[src/rtl/my_clint.sv]
// Core-Local Interruptor for an N-hart RISC-V system.
// Holds a 64-bit mtime counter advanced by a synchronized real-time tick,
// plus per-hart mtimecmp and msip registers. It drives per-hart timer (mtip)
// and software (msip) interrupt lines and is accessed over a valid/ready bus.
//
// Ports:
//   clk      system clock
//   reset    asynchronous active-low reset
//   rt_clk   real-time reference, asynchronous to clk (sampled as data)
//   valid    request strobe, held by the master until ready
//   address  byte address (address[1:0] ignored)
//   wdata    write data
//   wstrb    byte enables; nonzero = write, zero = read
//   rdata    read data, valid while ready=1, zero otherwise
//   ready    one-cycle completion pulse, one cycle after valid is sampled
//   mtip     timer interrupt pending, one bit per hart
//   msip     software interrupt pending, one bit per hart
//
// Register map (word-aligned):
//   0x0000 + 4*h  msip[h]          bit0 RW
//   0x4000 + 8*h  mtimecmp[h] lo   +4 hi
//   0xBFF8        mtime lo         0xBFFC hi
//   other         read 0, write ignored, still acknowledged
module my_clint #(
   parameter int unsigned ADDR_W  = 16,
   parameter int unsigned DATA_W  = 32,
   parameter int unsigned N_CORES = 1
) (
   input  logic                  clk,
   input  logic                  reset,
   input  logic                  rt_clk,
   input  logic                  valid,
   input  logic [ADDR_W-1:0]     address,
   input  logic [DATA_W-1:0]     wdata,
   input  logic [DATA_W/8-1:0]   wstrb,
   output logic [DATA_W-1:0]     rdata,
   output logic                  ready,
   output logic [N_CORES-1:0]    mtip,
   output logic [N_CORES-1:0]    msip
);

   localparam int unsigned STRB_W   = DATA_W / 8;
   localparam int unsigned WA_W     = ADDR_W - 2;
   localparam int unsigned TIME_W   = 64;
   localparam int unsigned CMP_BASE = 32'h1000;  // 0x4000 as word address
   localparam int unsigned TIME_LO  = 32'h2FFE;  // 0xBFF8 as word address
   localparam int unsigned TIME_HI  = 32'h2FFF;  // 0xBFFC as word address

   // Per-byte merge of write data into one 32-bit half of a register.
   function automatic logic [DATA_W-1:0] merge_bytes(
      input logic [DATA_W-1:0] old_val,
      input logic [DATA_W-1:0] new_val,
      input logic [STRB_W-1:0] strb
   );
      logic [DATA_W-1:0] res;
      res = old_val;
      for (int unsigned b = 0; b < STRB_W; b++) begin
         if (strb[b]) res[8*b +: 8] = new_val[8*b +: 8];
      end
      return res;
   endfunction

   logic [TIME_W-1:0]  mtime_q;
   logic [TIME_W-1:0]  mtimecmp_q [N_CORES];

   logic               rt_s1;
   logic               rt_s2;
   logic               rt_d;
   logic               tick_c;

   logic [WA_W-1:0]    word_addr_c;
   logic               accept_c;
   logic               wr_en_c;
   logic [N_CORES-1:0] sel_msip_c;
   logic [N_CORES-1:0] sel_cmp_lo_c;
   logic [N_CORES-1:0] sel_cmp_hi_c;
   logic               sel_time_lo_c;
   logic               sel_time_hi_c;
   logic [DATA_W-1:0]  rdata_c;
   logic               unused_addr_bits;

   assign word_addr_c      = address[ADDR_W-1:2];
   assign unused_addr_bits = ^address[1:0];

   // A request is taken only while no response is outstanding, so a held
   // valid during the ready cycle is not accepted twice.
   assign accept_c = valid & ~ready;
   assign wr_en_c  = accept_c & (|wstrb);

   // Real-time input synchronizer and rising-edge detect.
   always_ff @(posedge clk or negedge reset) begin
      if (!reset) begin
         rt_s1 <= 1'b0;
         rt_s2 <= 1'b0;
         rt_d  <= 1'b0;
      end else begin
         rt_s1 <= rt_clk;
         rt_s2 <= rt_s1;
         rt_d  <= rt_s2;
      end
   end

   assign tick_c = rt_s2 & ~rt_d;

   // Address decode to one-hot register selects.
   always_comb begin
      sel_msip_c    = '0;
      sel_cmp_lo_c  = '0;
      sel_cmp_hi_c  = '0;
      sel_time_lo_c = (word_addr_c == WA_W'(TIME_LO));
      sel_time_hi_c = (word_addr_c == WA_W'(TIME_HI));
      for (int unsigned h = 0; h < N_CORES; h++) begin
         sel_msip_c[h]   = (word_addr_c == WA_W'(h));
         sel_cmp_lo_c[h] = (word_addr_c == WA_W'(CMP_BASE + 2*h));
         sel_cmp_hi_c[h] = (word_addr_c == WA_W'(CMP_BASE + 2*h + 1));
      end
   end

   // Read mux; unmapped addresses fall through to zero.
   always_comb begin
      rdata_c = '0;
      for (int unsigned h = 0; h < N_CORES; h++) begin
         if (sel_msip_c[h])   rdata_c = DATA_W'(msip[h]);
         if (sel_cmp_lo_c[h]) rdata_c = mtimecmp_q[h][31:0];
         if (sel_cmp_hi_c[h]) rdata_c = mtimecmp_q[h][63:32];
      end
      if (sel_time_lo_c) rdata_c = mtime_q[31:0];
      if (sel_time_hi_c) rdata_c = mtime_q[63:32];
   end

   // Bus response: one-cycle ready pulse with data, zero data otherwise.
   always_ff @(posedge clk or negedge reset) begin
      if (!reset) begin
         ready <= 1'b0;
         rdata <= '0;
      end else begin
         ready <= accept_c;
         rdata <= accept_c ? rdata_c : '0;
      end
   end

   // mtime: a bus write to either half wins over a coincident tick.
   always_ff @(posedge clk or negedge reset) begin
      if (!reset) begin
         mtime_q <= '0;
      end else if (wr_en_c && sel_time_lo_c) begin
         mtime_q[31:0] <= merge_bytes(mtime_q[31:0], wdata, wstrb);
      end else if (wr_en_c && sel_time_hi_c) begin
         mtime_q[63:32] <= merge_bytes(mtime_q[63:32], wdata, wstrb);
      end else if (tick_c) begin
         mtime_q <= mtime_q + TIME_W'(1);
      end
   end

   // Per-hart mtimecmp and msip registers.
   always_ff @(posedge clk or negedge reset) begin
      if (!reset) begin
         for (int unsigned h = 0; h < N_CORES; h++) begin
            mtimecmp_q[h] <= '1;
         end
         msip <= '0;
      end else if (wr_en_c) begin
         for (int unsigned h = 0; h < N_CORES; h++) begin
            if (sel_cmp_lo_c[h]) begin
               mtimecmp_q[h][31:0] <= merge_bytes(mtimecmp_q[h][31:0], wdata, wstrb);
            end
            if (sel_cmp_hi_c[h]) begin
               mtimecmp_q[h][63:32] <= merge_bytes(mtimecmp_q[h][63:32], wdata, wstrb);
            end
            if (sel_msip_c[h] && wstrb[0]) begin
               msip[h] <= wdata[0];
            end
         end
      end
   end

   // Timer interrupt: registered unsigned compare, one cycle behind its inputs.
   always_ff @(posedge clk or negedge reset) begin
      if (!reset) begin
         mtip <= '0;
      end else begin
         for (int unsigned h = 0; h < N_CORES; h++) begin
            mtip[h] <= (mtime_q >= mtimecmp_q[h]);
         end
      end
   end

endmodule

[config.mk]
export PLATFORM = sky130hd
export DESIGN_NAME = my_clint
export DESIGN_NICKNAME = d
export VERILOG_FILES = /design/src/rtl/my_clint.sv
export SDC_FILE = /design/constraint.sdc
export NUM_CORES = 1
export LEC_CHECK = 0
export BUFFER_PORTS_ARGS = -buffer_cell sky130_fd_sc_hd__buf_2
export CAP_MARGIN = 10
export CORE_UTILIZATION = 55
export CTS_BUF_LIST = sky130_fd_sc_hd__clkbuf_8
export DETAILED_ROUTE_END_ITERATION = 8
export HOLD_SLACK_MARGIN = 0.15
export PLACE_DENSITY = 0.86
export SYNTH_ARGS = -nofsm -noshare
export SYNTH_HDL_FRONTEND = slang
export SYNTH_SLANG_ARGS = --single-unit
[constraint.sdc]
create_clock -name clk -period 3 [get_ports clk]
set_clock_uncertainty 0.05 [all_clocks]
set_input_delay 0.15 -clock clk [delete_from_list [all_inputs] [get_ports clk]]
set_output_delay 0.15 -clock clk [all_outputs]
set_load 0.02 [all_outputs]
=== Word level (Yosys, flattened, before mapping) ===
Cells that the tools add are included.

* $add $sub $neg: 1
* Bitwise operators: 6
* Reductions and logical operators: 24
* Mux-type cells: 14
* Magnitude comparators: 1
* Equal/unequal tests: 13

{| class="wikitable"
|+ Operators by type and width
! cell !! count
|-
| 2-to-1 mux 32 bit || 8
|-
| adder 64 x 1 -> 64 bit (second input constant) || 1
|-
| >= comparator 64 bit || 1
|-
| 2-to-1 mux 64 bit || 1
|-
| AND reduction 3 bit || 16
|-
| 2-to-1 mux 8 bit || 4
|-
| equality test 14 x 13 -> 1 bit (second input constant) || 2
|-
| equality test 14 bit (second input constant) || 2
|-
| inequality test 2 bit (second input constant) || 9
|-
| zero test 14 bit || 1
|-
| nonzero test 2 bit || 2
|-
| OR reduction 4 bit || 1
|-
| bitwise AND 1 bit || 3
|-
| logical AND 1 bit || 3
|-
| inverter 1 bit || 3
|-
| AND reduction 2 bit || 1
|-
| 2-to-1 mux 1 bit || 1
|}

* Input bits: 56
* Logic and storage cells: 82
* Bits in registers: 166
* Output and inout port bits: 35

=== Longest topological paths before layout ===
Gate-level depths: netlist (run 1).

* Depth in word-level cells: 7
* Depth in mapped cells: 10
* Mapped depth without buffers: 9

=== Worst setup path before layout (run 1) ===
No wires, ideal clock.

* Path kind: register to register
* Start point: reg mtime_q[0]
* End point: reg mtime_q[56]
* Library setup time: 0.124 ns
* Period minus slack after synthesis: 2.294 ns
* Buffers on the path: 1
* Required time: 2.826 ns
* Setup slack: 0.706 ns
* Arrival time: 2.120 ns
* Cell stages (with the launch flop): 10
* Path through: dfrtp_1 -> ha_1 -> nand3_1 -> or3_4 -> nand4b_4 -> nand2b_4 -> buf_6 -> or4_1 -> o21ai_0 -> a21oi_1

* Longest elaborated chain between the ends: 3

{| class="wikitable"
|+ RTL lines
! item !! RTL line !! RTL
|-
| from (decl) || 63 || <nowiki>logic [TIME_W-1:0] mtime_q;</nowiki>
|-
| from (signal assigned) || 147 || <nowiki>mtime_q[31:0] <= merge_bytes(mtime_q[31:0], wdata, wstrb);</nowiki>
|-
| from (signal assigned) || 151 || <nowiki>mtime_q <= mtime_q + TIME_W'(1);</nowiki>
|-
| adder 64 x 1 -> 64 bit || 151 ||
|-
| 2-to-1 mux 64 bit || 150 || <nowiki>end else if (tick_c) begin</nowiki>
|-
| 2-to-1 mux 32 bit || 148 || <nowiki>end else if (wr_en_c && sel_time_hi_c) begin</nowiki>
|}

No other way between the ends. The select of a mux whose other input is x is not followed.
A chain may end at the register's enable or synchronous reset.

=== Final worst setup path (run 1) ===
* Start point: reg mtime_q[0]
* End point: reg mtime_q[60]

Same word-level chain as after synthesis.

==> results of run 1 <==
## sequential cells by signal (all words and copies together), names as in the netlist
register	cells
rt_d	1
mtip	1
rt_s2	1
rt_s1	1
msip	1
rdata	32
mtime_q	64
ready	1
mtimecmp_q	64
## cell usage in the layout (no fill, tap or decap), types with 14 or more instances in the layout
cell type,n
a21oi_1,118
nand2_1,117
dfrtp_1,102
o21ai_0,98
buf_2,86
inv_1,83
nor2_1,77
mux2i_1,65
ha_1,65
dfstp_2,64
nand3_1,47
dlygate4sd3_1,44
mux2_2,41
o22a_1,34
nand4_1,32
and3_1,20
clkbuf_8,19
buf_4,19
o22ai_1,18
and2_1,15
and4_1,14
## how the worst max path moves through the flow
stage,startpoint,to,slack [ps]
2_1_floorplan,mtime_q[0]$_DFFE_PN0P_,mtime_q[56]$_DFFE_PN0P_,710
6_report,mtime_q[0]$_DFFE_PN0P_,mtime_q[60]$_DFFE_PN0P_,100
3_5_place_dp,ready$_DFF_PN0_,mtime_q[55]$_DFFE_PN0P_,110
3_3_place_gp,ready$_DFF_PN0_,mtime_q[55]$_DFFE_PN0P_,250
5_1_grt,mtime_q[0]$_DFFE_PN0P_,mtime_q[60]$_DFFE_PN0P_,50
4_1_cts,ready$_DFF_PN0_,mtime_q[10]$_DFFE_PN0P_,90
## logic make-up after synthesis
family,Yosys count
AOI/OAI and AO/OA,319
xor gates and xnor gates,2
adders and majority gates,65
buffers and inverters,138
DFF,166
muxes,106
and+or+nand+nor,378
## report_power, final
part	internal (mW)	switching (mW)
logic	0.220	0.321
clock network	0.848	0.842
registers	2.29	0.0943
## what timing repair did
action / 4_1_cts / 5_1_grt
endpoints found under the hold margin: 189 / 0
gates resized for setup: 0 / 3
hold buffers: 44 / 0
endpoints found under the setup margin: 0 / 44
## routing by layer
layer	vias to the layer above	GRT usage	routed length (um)
met2	559	0.509	14200
met4	0	0.125	1010
met3	96	0.0605	2650
met1	4705	0.436	12900
met5	-	0	0
li1	4488	-	-
## final cells by class
| cell class | instances | area, sq um |
|---|---|---|
| clock buffer | 19 | 262 |
| clock inverter | 13 | 141 |
| fill | 1539 | 6700 |
| inverter | 78 | 293 |
| multi-input combinational | 870 | 5770 |
| sequential | 166 | 4230 |
| tap | 234 | 293 |
| timing repair buffer | 153 | 1080 |
## through the flow
step | cells | worst slack, ps
final | 1533 | 102
after global placement | 1457 | 246
after CTS | 1533 | 93.5
after floorplan | 1174 | 706
after global routing | 1533 | 54.7
after detailed placement | 1457 | 113
==> run_results.csv, run 1 <==
group,metric,value,unit
run_status,outcome,"completed",
setup_path,startpoint_type,"register",
sta,rsz0062_at_grt,"no",
yosys,synth_fa_ha_area_frac,0.0772,
yosys,synth.net_count,1295,
setup_path,path_class,"register to register",
yosys,post-synth-top-count-cell,"a21oi_1",
global_routing,grt_pass1_vias,9487,
sta,tns,0,ps
yosys,synth.area.top_cells,"dfrtp_1 (24%), dfstp_2 (16%), ha_1 (7.7%), mux2i_1 (6.2%), a21oi_1 (5.6%)",
route,num_vias,9848,
yosys,synth_flop_cell,"dfrtp_1",
floorplanning,io_pins,91,
floorplanning,die_x,140,um
yosys,netlist.area_leader.share,0.242,
cts,clk_latency,490,ps
route,wl_per_cell,20.1,um
flow_run,maxCapViolations,0,
setup_path,crit_path_max_fanout,11,
yosys,synth_top_cells_by_count,"a21oi_1 (118), nand2_1 (117), dfrtp_1 (102)",
floorplanning,coreArea,0.0188,sq mm
cts,cts_setup_buffers,0,
cts,cts_max_level,4,
cts,cts_inserted_buffers,17,
global_routing,antenna_found_initial,0,
route,drt_wl_total,30700,um
placed_design,dp_hpwl,21600,um
yosys,ys_types,61,
yosys,synth_area_per_cell,8.97,sq um
yosys,synth_compound_area_frac,0.178,
pwr,power_density,382,mW/mm^2
setup_path,crit_chain,"ha_1, nand3_1, or3_4, nand4b_4, nand2b_4, nor4_1, mux2i_1, o21ai_1",
setup_path,reg2reg_slack,100,ps
setup_path,r2r_start,"mtime_q[0]$_DFFE_PN0P_",
yosys,yosys.area_share.simple,0.184,
finish,drive_above_1_share,0.196,
global_routing,grt-ovfl-total,0,
finish,final_util,0.643,
cts,cts_tree,"yes",
placed_design,placed_area,0.0112,sq mm
finish,syn2layout_area_growth,14.6,%
global_routing,grt_pass1_wl,49500,um
sta,timing.final.crit_share,0.966,
yosys,synthCells,1174,
sta,slew_viol_final,0,
yosys,synth_top_family_by_area,"simple AND/OR/NAND/NOR gates",
yosys,synth_seq_cells,166,
placed_design,portBuffers,88,
setup_path,critPathRequiredTime,3320,ps
cts,root_buffer,"clkbuf_8",
route,detail-route-antenna-nets,0,
yosys,yosysWarningCount,0,
yosys,synth_xor_area_frac,0.00166,
floorplanning,dieArea,0.0197,sq mm
pwr,vdd_ir_drop_max,0.282,mV
sta,max_freq,345,MHz
pwr,power,4.61,mW
setup_path,slowest_delay,510,ps
sta,worstMarginPinSlew,906,ps
sta,finalHoldViolCount,0,
min_path,hold_class,"input port to async pin",
yosys,synthArstFlopShare,1.00,
cts,clock_sinks,166,
setup_path,crit_arrival,3220,ps
finish,n_antenna_cell,0,
route,firstDrtPassIters,6,
setup_path,reg2reg_depth,8,
yosys,synth_edf_count,0,
setup_path,endpoint_kind,"register",
yosys,syn_area,0.0105,sq mm
sta,min_period,2900,ps
route,route.detailed.drc,0,
finish,nets,1407,
floorplanning,die_h,140,um
setup_path,r2r-end,"mtime_q[60]$_DFFE_PN0P_",
cts,cts.reportedPaths.clkPinSlew,90,ps
route,drt_iter0_markers,1227,
route,via_per_inst,6.42,
yosys,synth_top_cell_by_area,"dfrtp_1",
sta,setup_viol,0,
floorplanning,start_util,0.561,
global_routing,track_usage,0.321,
global_routing,grt_max_degree,92,
yosys,yosysSeqAreaShare,0.402,
finish,final_cell_area,0.0121,sq mm
setup_path,path_delay_family,"simple AND/OR/NAND/NOR gates",
sta,hold_ws,231,ps
setup_path,crit_cells,8,
setup_path,crit_buf_inv,0,
pwr,power.leakage,5.66,nW
floorplanning,rows,50,
sta,slew_headroom,0.396,
setup_path,crit_slowest_cell,"nor4_1",
yosys,synthMuxAreaShare,0.106,
placed_design,gp_congestion,0.970,
cts,cts.path.max_buffers,2,
(Power assumes the default switching activity.)
==> inputs of run 2 (changes only) <==
--- a/config.mk
+++ b/config.mk
@@ -5,8 +5,10 @@
 export SDC_FILE = /design/constraint.sdc
 export NUM_CORES = 1
 export LEC_CHECK = 0
+export ABC_AREA = 1
 export BUFFER_PORTS_ARGS = -buffer_cell sky130_fd_sc_hd__buf_2
 export CAP_MARGIN = 10
+export CORE_MARGIN = 2
 export CORE_UTILIZATION = 55
 export CTS_BUF_LIST = sky130_fd_sc_hd__clkbuf_8
 export DETAILED_ROUTE_END_ITERATION = 8
==> run 2 against run 1 <==
The run now ends with design-rule violations left. Via count rose by 29%. Synthesized area rose by 12%. Cell count rose by 41%. Sequential share of layout area fell by 3.5 points. Final area rose by 11%. Clock power rose by 7%. Core utilization fell by 0.70 points. Largest cell class unchanged.
==> run_results.csv, run 2 <==
group,metric,value,unit
global_routing,grt_pass1_vias,11900,
finish,layout_commonest_cell,"nand2_1",
finish,nets,1992,
finish,multi_input_area,0.00659,sq mm
pwr,power_density,407,mW/mm^2
global_routing,track_usage,0.379,
finish,syn2layout_area_growth,13.3,%
finish,fillerInstances,1920,
floorplanning,die_x,151,um
yosys,yosysSeqAreaShare,0.358,
global_routing,grt_pass1_wl,64700,um
sta,slew_headroom,0.498,
sta,tns,0,ps
setup_path,path_class,"register to register",
cts,cts.path.max_buffers,2,
yosys,netlist.area_leader.share,0.216,
floorplanning,start_util,0.561,
global_routing,grt_max_degree,68,
yosys,synth_seq_cells,166,
yosys,yosysWarningCount,0,
cts,cts.reportedPaths.clkPinSlew,100,ps
finish,most-common-layout-cells,"nand2_1 (551), inv_1 (197), o21ai_0 (157)",
min_path,hold_class,"input port to register",
setup_path,critPathRequiredTime,3320,ps
cts,holdBufCountCts,41,
yosys,synth_top_cell_by_area,"dfrtp_1",
sta,rsz0062_at_grt,"no",
flow_run,maxCapViolations,0,
sta,worstMarginPinSlew,752,ps
cts,cts_setup_buffers,0,
pwr,power.leakage,6.26,nW
run_status,outcome,"complete, but fails checks",
floorplanning,rows,53,
global_routing,antenna_found_initial,1,
cts,cts_resized,0,
placed_design,dp_cells,2086,
pwr,power,5.46,mW
sta,timing.final.crit_share,0.923,
setup_path,startpoint_type,"register",
setup_path,reg2reg_depth,9,
cts,root_buffer,"clkbuf_8",
finish,n_antenna_cell,0,
setup_path,endpoint_kind,"register",
floorplanning,dieArea,0.0227,sq mm
yosys,synth_edf_count,0,
yosys,syn_area,0.0118,sq mm
placed_design,gp_congestion,1.00,
cts,cts_max_level,4,
yosys,synth.net_count,1876,
floorplanning,die_h,151,um
route,num_vias,12700,
route,drt_wl_total,41700,um
yosys,synthCells,1755,
setup_path,r2r-end,"mtime_q[15]$_DFFE_PN0P_",
setup_path,crit_arrival,3090,ps
yosys,synth_top_cells_by_count,"nand2_1 (551), inv_1 (196), o21ai_0 (157)",
setup_path,r2r_start,"mtime_q[3]$_DFFE_PN0P_",
route,drt_iter0_markers,1309,
sta,fin_ws,231,ps
sta,setup_viol,0,
min_path,min_from,"wstrb[2]",
run_status,violations,"design-rule violations",
setup_path,crit_path_max_fanout,7,
yosys,synth_area_per_cell,6.75,sq um
floorplanning,io_pins,91,
finish,regArea,0.00423,sq mm
placed_design,dp_hpwl,31000,um
min_path,hold_depth,5,
cts,clk_latency,490,ps
sta,finalHoldViolCount,0,
sta,min_period,2770,ps
route,via_per_inst,5.87,
cts,cts_inserted_buffers,17,
yosys,synthArstFlopShare,1.00,
finish,instances_no_fill,2159,
sta,slew_viol_final,0,
cts,cts_tree,"yes",
floorplanning,coreArea,0.0211,sq mm
finish,top_regs,"mtime_q (64), mtimecmp_q (64), rdata (32)",
route,firstDrtPassIters,9,
min_path,min_delay_worst_endpoint,"mtime_q[18]$_DFFE_PN0P_",
finish,final_util,0.636,
sta,hold_ws,163,ps
yosys,post-synth-top-count-cell,"nand2_1",
route,route.detailed.drc,6,
finish,drive_above_1_share,0.135,
placed_design,place_ws,590,ps
yosys,ys_types,40,
pwr,vdd_ir_drop_max,0.281,mV
yosys,synth.area.top_cells,"dfrtp_1 (22%), nand2_1 (17%), dfstp_2 (14%), ha_1 (6.9%), o21ai_0 (6.6%)",
placed_design,placed_area,0.0126,sq mm
yosys,synth_flop_cell,"dfrtp_1",
cts,clock_sinks,166,
setup_path,reg2reg_slack,230,ps
placed_design,portBuffers,88,
finish,final_cell_area,0.0134,sq mm
route,detail-route-antenna-nets,0,
global_routing,grt-ovfl-total,0,
sta,max_freq,361,MHz
route,wl_per_cell,19.3,um
run 2: cell types whose count changed in the layout (fill, tap and decap cells not counted), moves of 41 or more:
cell | previous run | this run
o21ai_0 | 98 | 157
nand3_1 | 47 | 138
inv_1 | 83 | 197
nand2_1 | 117 | 551
mux2i_1 | 65 | 0
mux2_2 | 41 | 0
nor2_1 | 77 | 152
run 2: cell type report:
| class | instances | share of cell area |
|---|---|---|
| inverter | 208 | 0.0582 |
| timing repair buffer | 152 | 0.0777 |
| multi-input combinational | 1326 | 0.491 |
| clock inverter | 15 | 0.0143 |
| tap | 275 | 0.0256 |
| sequential | 166 | 0.316 |
| clock buffer | 17 | 0.0174 |
run 2: logic make-up after synthesis:
kind of cell / Yosys count / synth area share
simple gates: 964 / 0.354
fa+ha+maj: 65 / 0.0687
xor+xnor: 21 / 0.0155
compound gates: 276 / 0.118
buf+inv: 263 / 0.0860
flops: 166 / 0.358
run 2: per-layer routing:
layer | track usage | vias up | share of wire
met5 | 0 | - | 0
met3 | 0.0652 | 161 | 0.10
met2 | 0.623 | 715 | 0.46
met4 | 0.172 | 0 | 0.050
li1 | - | 5925 | -
met1 | 0.488 | 5868 | 0.39
run 2: worst max-delay path by stage:
stage / from / to / slack, ps / depth (start not counted)
after floorplan: mtime_q[0]$_DFFE_PN0P_ / mtime_q[48]$_DFFE_PN0P_ / 1110 / 11
after global placement: ready$_DFF_PN0_ / mtime_q[17]$_DFFE_PN0P_ / 650 / 11
after detailed placement: ready$_DFF_PN0_ / mtime_q[16]$_DFFE_PN0P_ / 590 / 11
after CTS: mtime_q[3]$_DFFE_PN0P_ / mtime_q[15]$_DFFE_PN0P_ / 330 / 9
after global routing: mtime_q[3]$_DFFE_PN0P_ / mtime_q[15]$_DFFE_PN0P_ / 100 / 9
final: mtime_q[3]$_DFFE_PN0P_ / mtime_q[15]$_DFFE_PN0P_ / 230 / 9
run 2: power by group:
group          total (mW)  switching (mW)  leakage, nW  internal [mW]
logic                1.06           0.681         4.03          0.382
registers            2.58           0.240         2.01           2.34
clock network        1.81           0.965        0.221          0.849
total                5.46            1.89         6.26           3.57
run 2: critical path: stages (launching register included):
cell	delay (ps)
dfrtp_1	510
nand2_1	210
nor2_1	270
nand2_1	260
nor2_2	370
xnor2_1	230
o21ai_0	120
nand2_1	70
dlygate4sd3_1	540
nand2_1	50
